$ cat src/rtl/us_burst_scheduler.sv
// Three-channel ultrasonic burst scheduler: free-running carrier, per-channel
// phase offsets and ON/OFF burst gating, with registered drive outputs.

module us_burst_lane #(
  parameter int PERIOD = 678,
  parameter int PW     = 10
) (
  input  logic          clk,
  input  logic          rst,
  input  logic          run,
  input  logic [PW-1:0] ctr,
  input  logic [PW-1:0] phase,
  output logic          a,
  output logic          b
);
  logic [PW:0] d;
  logic        wave;

  // (ctr - phase) mod PERIOD without a divider
  always_comb begin
    if (ctr >= phase) d = {1'b0, ctr} - {1'b0, phase};
    else              d = {1'b0, ctr} + (PW+1)'(PERIOD) - {1'b0, phase};
    wave = d < (PW+1)'(PERIOD / 2);
  end

  always_ff @(posedge clk) begin
    if (rst) begin
      a <= 1'b0;
      b <= 1'b0;
    end else begin
      a <= run & wave;
      b <= run & ~wave;
    end
  end
endmodule

module us_burst_scheduler #(
  parameter int PERIOD = 678,
  parameter int NCH    = 3,
  parameter int CNT_W  = 16
) (
  input  logic             clk,
  input  logic             rst,
  input  logic             cfg_we,
  input  logic [2:0]       cfg_addr,
  input  logic [CNT_W-1:0] cfg_wdata,
  output logic             cfg_err,
  input  logic             start,
  input  logic             stop,
  input  logic             mute,
  output logic [NCH-1:0]   ch_a,
  output logic [NCH-1:0]   ch_b,
  output logic             busy,
  output logic             wrap,
  output logic             burst_done
);
  localparam int PW = $clog2(PERIOD);
  localparam logic [2:0] A_ON  = 3'd3;
  localparam logic [2:0] A_OFF = 3'd4;
  localparam logic [2:0] A_CNT = 3'd5;

  typedef enum logic [1:0] {IDLE, ON, OFF} state_t;
  state_t state, nxt;

  logic [PW-1:0]          ctr;
  logic                   armed;
  logic [NCH-1:0][PW-1:0] phase_sh, phase_act;
  logic [CNT_W-1:0]       on_cfg, off_cfg, cnt_cfg;
  logic [CNT_W-1:0]       on_act, off_act, cnt_act;
  logic [CNT_W-1:0]       per_cnt, bursts, per_inc, bursts_inc;
  logic                   start_pend, stop_pend, start_eff, stop_eff;
  logic                   clr_per, clr_bursts, inc_per, inc_bursts, latch_cfg, done_nxt;
  logic                   ph_ok, cfg_bad;

  assign wrap    = (ctr == '0) && armed;
  assign busy    = (state != IDLE);
  assign ph_ok   = cfg_wdata < CNT_W'(PERIOD);
  assign cfg_bad = cfg_we && (((cfg_addr < 3'(NCH)) && !ph_ok) || (cfg_addr > A_CNT));

  always_ff @(posedge clk) begin
    if (rst) begin
      ctr   <= '0;
      armed <= 1'b0;
    end else begin
      ctr   <= (ctr == PW'(PERIOD - 1)) ? '0 : ctr + 1'b1;
      armed <= 1'b1;
    end
  end

  // Phase writes land in the shadow; the active copy only moves on a wrap.
  always_ff @(posedge clk) begin
    if (rst) begin
      phase_sh  <= '0;
      phase_act <= '0;
      on_cfg    <= CNT_W'(10);
      off_cfg   <= CNT_W'(10);
      cnt_cfg   <= '0;
      cfg_err   <= 1'b0;
    end else begin
      cfg_err <= cfg_bad;
      if (wrap) phase_act <= phase_sh;
      if (cfg_we && !cfg_bad) begin
        for (int i = 0; i < NCH; i++)
          if (cfg_addr == 3'(i)) phase_sh[i] <= cfg_wdata[PW-1:0];
        if (cfg_addr == A_ON)  on_cfg  <= cfg_wdata;
        if (cfg_addr == A_OFF) off_cfg <= cfg_wdata;
        if (cfg_addr == A_CNT) cnt_cfg <= cfg_wdata;
      end
    end
  end

  always_ff @(posedge clk) begin
    if (rst) state <= IDLE;
    else     state <= nxt;
  end

  always_comb begin
    nxt        = state;
    clr_per    = 1'b0;
    clr_bursts = 1'b0;
    inc_per    = 1'b0;
    inc_bursts = 1'b0;
    latch_cfg  = 1'b0;
    done_nxt   = 1'b0;
    start_eff  = start_pend | (start & (state == IDLE));
    stop_eff   = stop_pend | stop;
    per_inc    = per_cnt + 1'b1;
    bursts_inc = bursts + 1'b1;
    if (wrap) begin
      case (state)
        IDLE: if (start_eff && !stop_eff) begin
          if (on_cfg != '0) begin
            nxt        = ON;
            clr_per    = 1'b1;
            clr_bursts = 1'b1;
            latch_cfg  = 1'b1;
          end else begin
            done_nxt = 1'b1;
          end
        end
        ON: if (stop_eff) begin
          nxt      = IDLE;
          done_nxt = 1'b1;
        end else if (per_inc >= on_act) begin
          inc_bursts = 1'b1;
          clr_per    = 1'b1;
          if (cnt_act != '0 && bursts_inc == cnt_act) begin
            nxt      = IDLE;
            done_nxt = 1'b1;
          end else if (off_act != '0) begin
            nxt       = OFF;
            latch_cfg = 1'b1;
          end
        end else begin
          inc_per = 1'b1;
        end
        OFF: if (stop_eff) begin
          nxt      = IDLE;
          done_nxt = 1'b1;
        end else if (per_inc >= off_act) begin
          nxt       = ON;
          clr_per   = 1'b1;
          latch_cfg = 1'b1;
        end else begin
          inc_per = 1'b1;
        end
        default: nxt = IDLE;
      endcase
    end
  end

  // Burst lengths are snapshotted at each transition so a write never disturbs a running count.
  always_ff @(posedge clk) begin
    if (rst) begin
      per_cnt    <= '0;
      bursts     <= '0;
      on_act     <= CNT_W'(10);
      off_act    <= CNT_W'(10);
      cnt_act    <= '0;
      start_pend <= 1'b0;
      stop_pend  <= 1'b0;
      burst_done <= 1'b0;
    end else begin
      burst_done <= done_nxt;
      if (clr_per)      per_cnt <= '0;
      else if (inc_per) per_cnt <= per_inc;
      if (clr_bursts)      bursts <= '0;
      else if (inc_bursts) bursts <= bursts_inc;
      if (latch_cfg) begin
        on_act  <= on_cfg;
        off_act <= off_cfg;
        cnt_act <= cnt_cfg;
      end
      start_pend <= wrap ? 1'b0 : start_eff;
      stop_pend  <= wrap ? 1'b0 : stop_eff;
    end
  end

  // Lanes see the post-decision state so the ctr == 0 sample belongs to the new phase.
  logic run;
  assign run = (nxt == ON) && !mute;

  for (genvar i = 0; i < NCH; i++) begin : g_lane
    us_burst_lane #(.PERIOD(PERIOD), .PW(PW)) u_lane (
      .clk  (clk),
      .rst  (rst),
      .run  (run),
      .ctr  (ctr),
      .phase(phase_act[i]),
      .a    (ch_a[i]),
      .b    (ch_b[i])
    );
  end
endmodule

$ cat config.mk
export PLATFORM = sky130hd
export DESIGN_NAME = us_burst_scheduler
export DESIGN_NICKNAME = d
export VERILOG_FILES = /design/src/rtl/us_burst_scheduler.sv
export SDC_FILE = /design/constraint.sdc
export NUM_CORES = 1
export LEC_CHECK = 0
export ABC_AREA = 1
export CELL_PAD_IN_SITES_DETAIL_PLACEMENT = 1
export CELL_PAD_IN_SITES_GLOBAL_PLACEMENT = 2
export CORE_ASPECT_RATIO = 1.1
export CORE_UTILIZATION = 30
export DETAILED_ROUTE_END_ITERATION = 8
export HOLD_SLACK_MARGIN = 0.06
export PLACE_DENSITY_LB_ADDON = 0.1
export SLEW_MARGIN = 20
export SYNTH_ARGS = -nofsm -noshare
export SYNTH_HDL_FRONTEND = slang
export SYNTH_HIERARCHICAL = 1
export SYNTH_SLANG_ARGS = --single-unit
$ cat constraint.sdc
create_clock -name clk -period 8.89 [get_ports clk]
set_clock_uncertainty 0.2 [all_clocks]
set_input_delay 0.889 -clock clk [delete_from_list [all_inputs] [get_ports clk]]
set_output_delay 0.889 -clock clk [all_outputs]
set_load 0.02 [all_outputs]
[Word level (Yosys, flattened, before mapping)]
Index checks and enable logic that the tools add are counted.
Word-level totals
  register bits: 211
  bits of input ports: 25
  word-level logic and storage cells: 146
Operators by class
  $add $sub $neg: 10
  magnitude comparators: 11
  eq/ne operators: 10
  mux-type cells: 45
  bitwise logic cells: 13
  reduce and logical (&&, ||, !) cells: 30
Operators with widths (number)
  $reduce_bool A16 Y1: 3
  $lt A11 B9 Y1 const B: 3
  $mux W11: 3
  $sub A10 B10 Y11: 3
  $sub A11 B10 Y11: 3
  $add A16 B1 Y16 const B: 2
  $ge A16 B16 Y1: 2
  $ge A10 B10 Y1: 3
  $mux W1: 28
  $mux W2: 9
  $eq A16 B16 Y1: 1
  $lt A16 B10 Y1 const B: 1
  $reduce_and A2 Y1: 6
  $add A10 B10 Y11 const B: 1
  $add A10 B1 Y10 const B: 1
  $eq A10 B10 Y1 const B: 1
  $logic_not A10 Y1: 1
  $reduce_or A2 Y1: 5
  $pmux W1 S3: 3
  $and A1 B1 Y1: 7
  $logic_and A1 B1 Y1: 7
  $eq A3 B2 Y1 const B: 2
  $eq A3 B3 Y1 const B: 2
  $pmux W2 S3: 1
  13 further kinds: 21

[Longest topological paths before layout]
  depth in word-level cells: 11
  depth in mapped cells: 25
  mapped depth without buffers: 25

[By module]
The synthesis kept the hierarchy.
By module, submodules not included
  us_burst_scheduler: instances 1, cells an instance 1215, area each 9367.7 µm²
  us_burst_lane (g_lane[0].u_lane ...): instances 2, cells an instance 242, area each 1422.6 µm²
  us_burst_lane (g_lane[2].u_lane): instances 1, cells an instance 241, area each 1422.6 µm²

[Least setup slack after synthesis]
No wires, ideal clock.
  kind: reg2reg
  start: register per_cnt[0]
  end: register per_cnt[10]
  arrival: 3482 ps
  setup slack: 5122 ps
  stages on the path, launching flop included: 20
  buffers on the path: 1
  path through: dfxtp_1 -> ha_1 -> nand3_1 -> nor3_1 -> nand3_1 -> nor3_2 -> nand3_1 -> nor3_1 -> xor2_1 -> ha_1 -> nand2_1 -> inv_1 -> nand3_1 -> inv_1 -> a21oi_1 -> nand3_1 -> o21ai_2 -> nand3_1 -> clkbuf_1 -> a211oi_1
On the way
  longest elaborated chain between the ends: 7
  elaborated cells between the ends (all ways): 16
  those cells by class: add/sub (1); order compare (2); mux (12); reduce/logical (1)
RTL lines
  start, declared: line 70  | logic [CNT_W-1:0] per_cnt, bursts, per_inc, bursts_inc;
  start signal, assigned: line 186  | else if (inc_per) per_cnt <= per_inc;
  $add A16 B1 Y16 *: line 127  | per_inc = per_cnt + 1'b1;
  net per_inc[14]: line 70
  $ge A16 B16 Y1, on equally long branches: line 160, 144
  $mux W1, on equally long branches: line 160, 144
  $mux W1, on equally long branches: line 157, 141
  $pmux W1 S3: line 130  | case (state)
  $mux W1: line 129  | if (wrap) begin
  $reduce_or A2 Y1 (no line)
Mark *: on every way through the listed nets, which the timed path passes. The rest lies on a longest branch.
A chain may end at the register's enable or synchronous reset.

[Worst setup path in the final report]
  start: register per_cnt[0]
  end: register per_cnt[5]
Same word-level chain as after synthesis.

==> results_dict.tcl <==
set metrics [dict create \
    finalSetupViolCount 0 \
    worstPathRequired_ns 9.11 \
    boundaryPins 35 \
    p_leak_nw 6.69 \
    initial_core_util 0.305 \
    dp_hpwl_um 33000 \
    overflow 0 \
    totalPowerFinal_mw 2.38 \
    gp_congestion 0.800 \
    synth-seq-area-share 0.310 \
    fin_crit_ns 4.89 \
    yosys.area.top_type "dfxtp_1" \
    power_frac_seq 0.413 \
    peakVddDrop_v 0.000129 \
    yosysMostFrequentCell "nand2_1" \
    finalCritPeriodShare 0.550 \
    die-area_um2 46300 \
    rsz0062_at_grt "no" \
    relSlewSlack 0.343 \
    synthDominantCellAreaShare 0.310 \
    clockPowerShare 0.459 \
    n_fill_cell 5551 \
    syn_to_final_growth_pct 12.5 \
    wirelength_um 43000 \
    yosys-top-cells-area "dfxtp_1, nand2_1, ha_1, inv_1, a21oi_1" \
    root_buffer "clkbuf_16" \
    cts_max_level 1 \
    worst-setup-path-type "flip-flop to flip-flop" \
    cp-end-kind "flip-flop" \
    die_y_um 226 \
    grtUsageTotal 0.189 \
    hp-class "flip-flop to flip-flop" \
    postCtsSetupBuffers 0 \
    startpoint_type "flip-flop" \
    synth_xor_area_frac 0.0203 \
    slowest_delay_ns 0.72 \
    max-cap-violations 0 \
    crit_chain "ha_1 -> nand3_1 -> nor3_1 -> nand3_1 -> nor3_2 -> nand3_1 -> nor3_1 -> xor2_1 -> ha_1 -> nand2_1 -> inv_1 -> nand3_1 -> inv_1 -> a21oi_1 -> nand3_1 -> o21ai_2 -> nand3_1 -> a211oi_1" \
    p_comb_frac 0.129 \
    async_reset_ff_frac 0 \
    antennaDiodeCount 0 \
    hold_end "cnt_cfg[7]" \
    clk_pin_slew_worst_paths_ns 0.06 \
    p_sw_mw 0.647 \
    muxShareOfSynthArea 0 \
    drc_errors 0 \
    antenna_found_initial 0 \
    synth_top_family_by_area "simple AND/OR/NAND/NOR gates" \
    max-clock-path-buffers 3 \
    switching_share 0.271 \
    synth_ff_type "dfxtp_1" \
    synth_commonest_cells "nand2_1, inv_1, dfxtp_1, a21oi_1, nor2_1" \
    path_buf_inv 2 \
    cts.sinks 211 \
    grt_pass1_vias 12500 \
    syn_area_um2 13600 \
    hold_viol 0 \
    syn_inst 1940 \
    syn_nets 2090 \
    synth_fa_ha_area_frac 0.121 \
    dr.pass1.iters 4 \
    rows 81 \
    wl_per_cell_um 16.9 \
    drt-vias-per-instance 4.84 \
    max_freq_mhz 205 \
    crit_top_cell "nand3_1" \
    synth-compound-area-share 0.161 \
    cp_slowest_cell "nand3_1" \
    synthDistinctLibCells 50 \
    vias 12336 \
    drive_gt1_frac 0.0701 \
    clk_latency_ns 0.53 \
    port-buffer-count 34 \
    crit_family "simple AND/OR/NAND/NOR gates" \
    syn_avg_cell_area_um2 7.03 \
    fp.dieW_um 205 \
    yosysWarnings 6 \
    cp.arrival_ns 5.11 \
    cts.repair.resized 0 \
    cts_tree "built" \
    synth_edf_count 0 \
    r2r_slack_ns 4.00 \
    grt_pass1_wl_um 69100 \
    cp_max_fo 25 \
    final_util 0.343 \
    drtIter0Drc 576 \
    yosys.area_share.simple 0.277 \
    nets 2101 \
    hold_buffers 0 \
    timing.rr.end "per_cnt[5]" \
    coreArea_um2 44700 \
    hold_depth 2 \
    reg2reg_depth 18 \
    cts-buffers-inserted 25 \
    powerDensity_nw_per_um2 155 \
    antenna_left 0 \
    min_from "cnt_cfg[7]" \
    p_int_mw 1.74 \
    fin_setup_tns_ns 0 \
    tightest_slew_ns 0.986 \
    ys_seq_elements 211 \
    outcome "complete, no violations" \
    grt_max_degree 91 \
    slew_viol_final 0 \
    r2r-start "per_cnt[0]" \
]
==> worst min-delay path, stage by stage (launching register included) <==
cell	delay [ns]
dfxtp_1	0.31
inv_1	0.05
a21oi_1	0.05
==> power by group through the flow <==
stage	combinational, mW	clock [mW]	sequential, mW
6_report	0.307	1.09	0.984
5_1_grt	0.348	1.16	0.986
4_1_cts	0.313	1.12	0.984
3_5_place_dp	0.312	0	1.01
3_3_place_gp	0.307	0	1.00
2_1_floorplan	0.210	0	1.00
==> placed cells by master (no fill, tap or decap), types with 18 or more instances in the layout <==
master	Yosys	layout
clkdlybuf4s50_1	0	33
nor2_1	154	152
a22o_1	30	30
ha_1	113	113
a21oi_1	168	168
inv_1	303	302
o21ai_0	65	65
nand3_1	122	122
o21ai_1	47	47
clkbuf_16	0	25
xor2_1	23	23
nand4_1	62	62
nand2_2	18	18
nand2_1	399	399
nor3_1	22	22
dfxtp_1	211	211
==> routing by layer <==
layer | routed length [um] | part of all wire | vias to the layer above | GRT usage
met3 | 993 | 0.023 | 35 | 0.0179
met4 | 562 | 0.013 | 0 | 0.0268
met5 | 0 | 0 | - | 0
met2 | 20400 | 0.47 | 105 | 0.325
met1 | 21100 | 0.49 | 5835 | 0.259
li1 | - | - | 6361 | -
==> stage by stage <==
stage | instance area (um^2) | setup WS (ns) | std cells | hold slack, ns
2_1_floorplan | 13600 | 5.12 | 1940 | 0.224
3_3_place_gp | 14500 | 4.19 | 2505 | 0.237
3_5_place_dp | 14500 | 4.04 | 2505 | 0.241
4_1_cts | 15300 | 3.96 | 2550 | 0.251
5_1_grt | 15300 | 3.33 | 2550 | 0.272
6_report | 15300 | 4.00 | 2550 | 0.247
==> logic make-up after synthesis <==
family | after synthesis
AND/OR/NAND/NOR | 832
flip-flops | 211
adder cells (fa/ha/maj) | 125
AO/OA/AOI/OAI | 368
buffers and inverters | 374
XOR/XNOR | 30
==> final cells by class <==
class / count / area, um^2 / area share
sequential: 211 / 4220 / 0.275
clock buffer: 32 / 692 / 0.0451
clock inverter: 13 / 184 / 0.0120
tap: 581 / 727 / 0.0474
timing repair buffer: 46 / 425 / 0.0277
inverter: 312 / 1170 / 0.0765
multi-input combinational: 1355 / 7910 / 0.516
==> flip-flops by register name, summed over array words and instances (netlist names), 2 cells and up <==
name and flops:
off_act 16, cnt_cfg 16, phase_sh 30, on_act 16, phase_act 30, cnt_act 16
on_cfg 16, g_lane.u_lane/a 3, state 2, per_cnt 16, g_lane.u_lane/b 3, bursts 16
off_cfg 16, ctr 10
==> how the worst max path moves through the flow <==
stage / startpoint / endpoint / cells past startpoint
after floorplan: per_cnt[0] / per_cnt[10] / 19
after global placement: per_cnt[0] / per_cnt[0] / 19
after detailed placement: per_cnt[0] / per_cnt[12] / 18
after CTS: per_cnt[0] / per_cnt[10] / 18
after global routing: per_cnt[0] / per_cnt[11] / 18
final: per_cnt[0] / per_cnt[5] / 18
Note: power is estimated with default switching activity, not from simulation.
